===== src/rtl/cpu_pkg.sv =====
// Shared CPU definitions: ALU configuration encodings and default datapath widths.
package cpu_pkg;

    localparam int DEF_DATA_W = 32;
    localparam int DEF_REG_AW = 5;

    localparam logic [3:0] AND_CONF = 4'b0000;
    localparam logic [3:0] OR_CONF  = 4'b0001;
    localparam logic [3:0] ADD_CONF = 4'b0010;
    localparam logic [3:0] SUB_CONF = 4'b0011;
    localparam logic [3:0] SLT_CONF = 4'b0100;
    localparam logic [3:0] NOR_CONF = 4'b0101;
    localparam logic [3:0] XOR_CONF = 4'b0110;
    localparam logic [3:0] SLL_CONF = 4'b0111;
    localparam logic [3:0] SRL_CONF = 4'b1000;
    localparam logic [3:0] SRA_CONF = 4'b1001;

endpackage


===== src/rtl/alu_core.sv =====
// Purely combinational MIPS ALU: logic, add/sub, set-less-than and shifts,
// with signed overflow detection for add/sub.
module alu_core
    import cpu_pkg::*;
#(
    parameter int DATA_W = DEF_DATA_W
) (
    input  logic [3:0]        alu_conf,
    input  logic              sign,
    input  logic [DATA_W-1:0] a,
    input  logic [DATA_W-1:0] b,
    input  logic [4:0]        shamt,
    output logic [DATA_W-1:0] result,
    output logic              overflow
);

    logic [DATA_W-1:0] sum;
    logic [DATA_W-1:0] diff;
    logic              lt;

    assign sum  = a + b;
    assign diff = a - b;
    assign lt   = sign ? ($signed(a) < $signed(b)) : (a < b);

    // NOTE: every output of a combinational block gets a default first, so no path can infer a latch.
    always_comb begin
        result   = '0;
        overflow = 1'b0;
        case (alu_conf)
            AND_CONF: result = a & b;
            OR_CONF:  result = a | b;
            ADD_CONF: begin
                result   = sum;
                overflow = sign && (a[DATA_W-1] == b[DATA_W-1]) && (sum[DATA_W-1] != a[DATA_W-1]);
            end
            SUB_CONF: begin
                result   = diff;
                overflow = sign && (a[DATA_W-1] != b[DATA_W-1]) && (diff[DATA_W-1] != a[DATA_W-1]);
            end
            SLT_CONF: result = {{(DATA_W-1){1'b0}}, lt};
            NOR_CONF: result = ~(a | b);
            XOR_CONF: result = a ^ b;
            SLL_CONF: result = b << shamt;
            SRL_CONF: result = b >> shamt;
            SRA_CONF: result = $signed(b) >>> shamt;
            default:  result = '0;
        endcase
    end

endmodule


===== src/rtl/ex_alu_stage.sv =====
// Execute stage: ALU on forwarded operands, combinational branch zero flag,
// and the EX/MEM pipeline register with flush/stall and overflow masking.
module ex_alu_stage
    import cpu_pkg::*;
#(
    parameter int DATA_W = DEF_DATA_W,
    parameter int REG_AW = DEF_REG_AW
) (
    input  logic              clk,
    input  logic              rst_n,
    input  logic              in_valid,
    input  logic              stall,
    input  logic              flush,
    input  logic [3:0]        alu_conf,
    input  logic              sign,
    input  logic [DATA_W-1:0] op_a,
    input  logic [DATA_W-1:0] op_b,
    input  logic [4:0]        shamt,
    input  logic              in_reg_write,
    input  logic              in_mem_read,
    input  logic              in_mem_write,
    input  logic [REG_AW-1:0] in_wb_dst,
    input  logic [DATA_W-1:0] in_store_data,
    output logic              zero,
    output logic              out_valid,
    output logic [DATA_W-1:0] out_result,
    output logic              out_overflow,
    output logic              out_reg_write,
    output logic              out_mem_read,
    output logic              out_mem_write,
    output logic [REG_AW-1:0] out_wb_dst,
    output logic [DATA_W-1:0] out_store_data
);

    logic [DATA_W-1:0] alu_result;
    logic              alu_ovf;

    alu_core #(.DATA_W(DATA_W)) u_alu_core (
        .alu_conf (alu_conf),
        .sign     (sign),
        .a        (op_a),
        .b        (op_b),
        .shamt    (shamt),
        .result   (alu_result),
        .overflow (alu_ovf)
    );

    assign zero = (alu_result == '0);

    logic              valid_q,      valid_d;
    logic [DATA_W-1:0] result_q,     result_d;
    logic              overflow_q,   overflow_d;
    logic              reg_write_q,  reg_write_d;
    logic              mem_read_q,   mem_read_d;
    logic              mem_write_q,  mem_write_d;
    logic [REG_AW-1:0] wb_dst_q,     wb_dst_d;
    logic [DATA_W-1:0] store_data_q, store_data_d;

    // Default is hold (stall); flush overrides stall, and a plain load gates
    // side effects by in_valid and suppresses writes of an overflowing op.
    always_comb begin
        valid_d      = valid_q;
        result_d     = result_q;
        overflow_d   = overflow_q;
        reg_write_d  = reg_write_q;
        mem_read_d   = mem_read_q;
        mem_write_d  = mem_write_q;
        wb_dst_d     = wb_dst_q;
        store_data_d = store_data_q;
        if (flush) begin
            valid_d      = 1'b0;
            result_d     = '0;
            overflow_d   = 1'b0;
            reg_write_d  = 1'b0;
            mem_read_d   = 1'b0;
            mem_write_d  = 1'b0;
            wb_dst_d     = '0;
            store_data_d = '0;
        end else if (!stall) begin
            valid_d      = in_valid;
            result_d     = alu_result;
            overflow_d   = alu_ovf & in_valid;
            reg_write_d  = in_reg_write & in_valid & ~alu_ovf;
            mem_read_d   = in_mem_read & in_valid;
            mem_write_d  = in_mem_write & in_valid & ~alu_ovf;
            wb_dst_d     = in_wb_dst;
            store_data_d = in_store_data;
        end
    end

    // NOTE: sequential state uses non-blocking assignments so all registers update from pre-edge values.
    always_ff @(posedge clk or negedge rst_n) begin
        if (!rst_n) begin
            valid_q      <= 1'b0;
            result_q     <= '0;
            overflow_q   <= 1'b0;
            reg_write_q  <= 1'b0;
            mem_read_q   <= 1'b0;
            mem_write_q  <= 1'b0;
            wb_dst_q     <= '0;
            store_data_q <= '0;
        end else begin
            valid_q      <= valid_d;
            result_q     <= result_d;
            overflow_q   <= overflow_d;
            reg_write_q  <= reg_write_d;
            mem_read_q   <= mem_read_d;
            mem_write_q  <= mem_write_d;
            wb_dst_q     <= wb_dst_d;
            store_data_q <= store_data_d;
        end
    end

    assign out_valid      = valid_q;
    assign out_result     = result_q;
    assign out_overflow   = overflow_q;
    assign out_reg_write  = reg_write_q;
    assign out_mem_read   = mem_read_q;
    assign out_mem_write  = mem_write_q;
    assign out_wb_dst     = wb_dst_q;
    assign out_store_data = store_data_q;

endmodule


===== config.mk =====
export PLATFORM = sky130hd
export DESIGN_NAME = ex_alu_stage
export DESIGN_NICKNAME = d
export VERILOG_FILES = /design/src/rtl/cpu_pkg.sv /design/src/rtl/alu_core.sv /design/src/rtl/ex_alu_stage.sv
export SDC_FILE = /design/constraint.sdc
export NUM_CORES = 1
export LEC_CHECK = 0
export ABC_AREA = 0
export CORE_MARGIN = 2
export CORE_UTILIZATION = 56
export DETAILED_ROUTE_END_ITERATION = 12
export HOLD_SLACK_MARGIN = 0.03
export PLACE_DENSITY_LB_ADDON = 0.15
export SKIP_CTS_REPAIR_TIMING = 1
export SLEW_MARGIN = 20
export SYNTH_ARGS = -nofsm -noshare
export SYNTH_HDL_FRONTEND = slang
export SYNTH_HIERARCHICAL = 1
export SYNTH_SLANG_ARGS = --single-unit
export TNS_END_PERCENT = 5

===== constraint.sdc =====
create_clock -name clk -period 4.3 [get_ports clk]
set_input_delay 0.645 -clock clk [delete_from_list [all_inputs] [get_ports clk]]
set_output_delay 0.645 -clock clk [all_outputs]
set_load 0.005 [all_outputs]

==> reports/results.tsv, run 1 <==
metric	value	unit
library cells used by synthesis	80	
Site Rows	51	
Synth Area in Compound Gates	0.256	
htree depth	3	
Final GP Congestion	1.35	
# port buffers	193	
Mean Syn Cell Area	7.60	µm²
Syn. warnings	6	
clk buf depth	2	
syn nets	1699	
largest net degree at the start of global routing	75	
Log Error	[ERROR GRT-0232] Routing congestion too high. Check the congestion heatmap in the GUI.	
ys async rst share	1.00	
initial antenna violation count	11	
Post-synth EDFFs	0	
Die Y	146	µm
grt total ovfl	7	
Post-Synth Simple-Gate Area	0.167	
Initial Utilization	0.574	
register area share after synthesis	0.165	
Root Driver	clkbuf_16	
worst endpoint after global-route timing repair	zero	
Num Clock Sinks	74	
Top FF cell, synth	dfrtp_1	
IO Pins	194	
post-synthesis xor/xnor area fraction	0.0203	
Fail Step	global routing (5_1_grt)	
Place WS	-1270	ps
DP HPWL	43100	µm
die width	146	µm
FF+latch count, synth	74	
post-synthesis mux area share	0.197	
WEP type	primary output	
Post-Synth Adder-Cell Area	0.113	
Post-Synthesis Cell Area	11200	µm²
largest family of logic cells by synthesized area	compound AO/OA/AOI/OAI gates	
placed cell area	16800	µm²
CTS buffer count	9	
status	stopped before the end	
Synth Instances	1480	
GRT Total Usage	0.740	
through the flow:
| step | cells | hold WS (ps) |
|---|---|---|
| floorplan | 1480 | 349 |
| CTS | 2348 | 465 |
| detailed placement | 2332 | 512 |
| global placement | 2332 | 501 |
metal layers:
metal  overflow  track usage
met1          0        0.743
met2          6        0.913
met5          0        0.327
met3          0        0.584
met4          1        0.707
logic make-up after synthesis:
kind of cell,after synthesis
and+or+nand+nor,431
buffers and inverters,201
DFF,74
xor gates and xnor gates,26
muxes,207
adders and majority gates,100
AOI/OAI and AO/OA,441
cell usage after synthesis (all sizes together) (4+ instances only):
| cell type | instances | area share |
|---|---|---|
| inv | 96 | 0.032 |
| nand2b | 15 | 0.0083 |
| mux4 | 10 | 0.020 |
| o21ba | 4 | 0.0036 |
| a211oi | 9 | 0.0065 |
| o21a | 8 | 0.0053 |
| a221o | 7 | 0.0062 |
| o21bai | 16 | 0.011 |
| o211ai | 25 | 0.017 |
| o21ai | 139 | 0.063 |
| a21oi | 104 | 0.049 |
| o31ai | 5 | 0.0033 |
| o2111ai | 7 | 0.0055 |
| mux2 | 10 | 0.010 |
| a221oi | 26 | 0.021 |
| a311oi | 4 | 0.0037 |
| a22oi | 9 | 0.0060 |
| a22o | 4 | 0.0031 |
| dfrtp | 74 | 0.16 |
| nor3 | 26 | 0.012 |
| nor2 | 212 | 0.071 |
| nor2b | 9 | 0.0050 |
| nand4 | 10 | 0.0056 |
| o311ai | 5 | 0.0039 |
| buf | 51 | 0.033 |
| ha | 98 | 0.11 |
| mux2i | 187 | 0.17 |
| or2 | 4 | 0.0022 |
| or3 | 6 | 0.0033 |
| clkbuf | 54 | 0.018 |
| a31oi | 14 | 0.0089 |
| nand2 | 98 | 0.033 |
| nor4 | 17 | 0.0095 |
| a21o | 12 | 0.0080 |
| a2111oi | 6 | 0.0052 |
| and3 | 4 | 0.0022 |
| nand3 | 24 | 0.011 |
| o22ai | 16 | 0.0089 |
| xnor2 | 23 | 0.018 |
==> inputs of run 2 (changes only) <==
--- a/config.mk
+++ b/config.mk
@@ -7,9 +7,8 @@
 export LEC_CHECK = 0
 export ABC_AREA = 0
 export CORE_MARGIN = 2
-export CORE_UTILIZATION = 56
+export CORE_UTILIZATION = 40
 export DETAILED_ROUTE_END_ITERATION = 12
-export HOLD_SLACK_MARGIN = 0.03
 export PLACE_DENSITY_LB_ADDON = 0.15
 export SKIP_CTS_REPAIR_TIMING = 1
 export SLEW_MARGIN = 20
==> reports/results.tsv, run 2 <==
metric	value	unit	change
Max Freq	0.210	GHz	
Tmin final	4760	ps	
die area	29500	µm²	
nature of the critical path endpoint	primary output		
worst skew pair latency	320	ps	
met2 WL	23500	µm	
failing checks	setup timing		
Final GP Congestion	1.01		-26%
Root Driver	clkbuf_16		
DP HPWL	44500	µm	+3.4%
final-report hold violation count	0		
top sig layer	met4		
clock network fraction of total power	0.209		
Post-Route WL	54100	µm	
switch share	0.371		
Pins Over Slew Limit	0		
Pwr Total	3.77	mW	
internal power	2.37	mW	
most frequent cells in the layout	566 x buf_4, 203 x nor2_1, 187 x mux2i_1		
metal1 wirelength	23400	µm	
Reg clk slew, reported paths	60	ps	
CP required	3650	ps	
Site Rows	61		+20%
Min Hold Slack	449	ps	
core outline area	27700	µm²	
area share of the largest cell type after synthesis	0.166		unchanged
Area growth syn-to-layout	65.6	%	
Initial Utilization	0.406		-0.168
Critical Path Start	op_b[5]		
Synth Instances	1480		unchanged
worst clock skew	0	ps	
unrepaired setup endpoints after global routing	true		
status	complete, but fails checks		
remaining antenna violation count	0		
GRT Total Usage	0.349		
Worst path slowest cell	or3b_4		
placed cell area	17300	µm²	+3.3%
cell taking the most area after synthesis	mux2i_1		
initial DRC count	1394		
worst-path cell chain	dlymetal6s2s_1 > inv_2 > ha_4 > or3b_4 > nand4_1 > a31oi_1 > buf_4 > o211ai_4 > a31oi_4 > buf_6 > a211oi_4 > o21ai_2 > a31oi_2 > xnor2_1 > o2111ai_2 > nor4_2 > nand4_1 > nor2_1 > buf_2		
met3 wire length	5260	µm	
CTS tree	built		
Top FF cell, synth	dfrtp_1		
slew margin rel.	0.319		
maxcap violations	0		
cell family with most CP delay	compound AO/OA/AOI/OAI gates		
Reg2Reg Setup Slack	3530	ps	
CP peak stage delay	380	ps	
Final Cycle Share	1.11		
ys async rst share	1.00		unchanged
Critical path buffers and inverters	5		
R2R depth	2		
combinational share of power	0.590		
syn nets	1699		unchanged
vias in the first global route	13500		
largest net degree at the start of global routing	75		
most frequent cell after synthesis	nor2_1		
crit path max fanout	4		
first-pass GRT wire length	77900	µm	
CP most frequent cell	nand4_1		
grt total ovfl	0		
initial antenna violation count	0		
vias per inst	5.67		
worst hold path type	primary input to async pin		
Syn. warnings	6		unchanged
library cells used by synthesis	80		unchanged
IO Pins	194		unchanged
Wirelength per Cell	21.3	µm	
Worst VDD drop	0.186	mV	
CP startpoint kind	primary input		
crit path DAT	4110	ps	
drt drc	0		
Flop pwr share	0.202		
Least-Margin Pin Slew	1020	ps	
drt pass-1 iters	5		
clk buf depth	2		unchanged
CTS buffer count	9		unchanged
design area	18600	µm²	
# port buffers	193		unchanged
register area share after synthesis	0.165		unchanged
Num Clock Sinks	74		unchanged
share of layout cells above drive strength 1	0.354		
P_leak	9.17	nW	
FF+latch count, synth	74		unchanged
Synth top cells by count	211 x nor2_1, 187 x mux2i_1, 124 x o21ai_0		
Final setup viols	1		
Post-synth EDFFs	0		unchanged
Mean Syn Cell Area	7.60	µm²	unchanged
Cell Pwr Density	203	nW/µm²	
total number of vias	14400		
Critical R2R Capture	out_result[26]		
critical path type	primary input to primary output		
htree depth	3		unchanged
die width	172	µm	+18%
largest cells by area after synthesis	mux2i_1 17%, dfrtp_1 16%, ha_1 11%, nor2_1 7.0%, o21ai_0 5.5%		
fin nets	2377		
Post-Synthesis Cell Area	11200	µm²	unchanged
Die Y	172	µm	+18%
R2R Path Start	out_result[26]		
most common cell after layout, fill and taps aside	buf_4		
sw power	1.40	mW	
Setup WS post-layout	-458	ps	
run 2: layer usage:
| metal | global-route usage | up-vias |
|---|---|---|
| li1 | - | 6710 |
| met1 | 0.487 | 6832 |
| met2 | 0.542 | 762 |
| met3 | 0.0538 | 109 |
| met4 | 0.131 | 0 |
| met5 | 0 | - |
run 2: worst max-delay path by stage:
stage	to	slack, ps	cells after the start
after floorplan	zero	310	16
after global placement	zero	-1350	18
after detailed placement	zero	-1370	18
after CTS	zero	-1400	18
after global routing	zero	-570	19
final	zero	-460	19
run 2: metrics by stage:
| step | setup TNS, ps | setup slack [ps] | instances | utilization |
|---|---|---|---|---|
| 3_5_place_dp | -2110 | -1370 | 2502 | 0.626 |
| 6_report | -458 | -458 | 2541 | 0.672 |
| 3_3_place_gp | -1880 | -1350 | 2502 | 0.626 |
| 2_1_floorplan | 0 | 305 | 1480 | - |
| 5_1_grt | -571 | -571 | 2540 | 0.672 |
| 4_1_cts | -1400 | -1400 | 2517 | 0.638 |
run 2: cell type report:
type | instances | area, µm²
multi-input cells | 1205 | 9130
well taps | 378 | 473
inverters | 96 | 365
clock buffers | 10 | 239
fillers | 2426 | 9090
repair buffers | 772 | 6480
flip-flops and latches | 74 | 1850
diodes | 1 | 2.50
clock inverters | 5 | 78.8
run 2: logic make-up (layout without fill, tap and decap cells):
family / after synthesis / count (layout) / share of synthesized area
flip-flops: 74 / 74 / 0.165
buffers and inverters: 201 / 883 / 0.0830
AO/OA/AOI/OAI: 441 / 441 / 0.256
AND/OR/NAND/NOR: 431 / 431 / 0.167
other: 0 / 1 / 0
adder cells (fa/ha/maj): 100 / 100 / 0.113
XOR/XNOR: 26 / 26 / 0.0203
multiplexers: 207 / 207 / 0.197
run 2: power by group through the flow:
stage / clock network, mW / logic [mW] / registers [mW]
2_1_floorplan: 0 / 0.880 / 0.775
3_3_place_gp: 0 / 2.00 / 0.770
3_5_place_dp: 0 / 2.02 / 0.773
4_1_cts: 0.805 / 2.03 / 0.760
5_1_grt: 0.834 / 2.35 / 0.764
6_report: 0.788 / 2.22 / 0.760
Power figures use the tool's default switching activity.
==> inputs of run 3 (changes only) <==
--- a/config.mk
+++ b/config.mk
@@ -9,6 +9,7 @@
 export CORE_MARGIN = 2
 export CORE_UTILIZATION = 40
 export DETAILED_ROUTE_END_ITERATION = 12
+export HOLD_SLACK_MARGIN = 0.15
 export PLACE_DENSITY_LB_ADDON = 0.15
 export SKIP_CTS_REPAIR_TIMING = 1
 export SLEW_MARGIN = 20
==> results of run 3 <==
The final DEF is identical to that of run 2; final timing and power are the same.
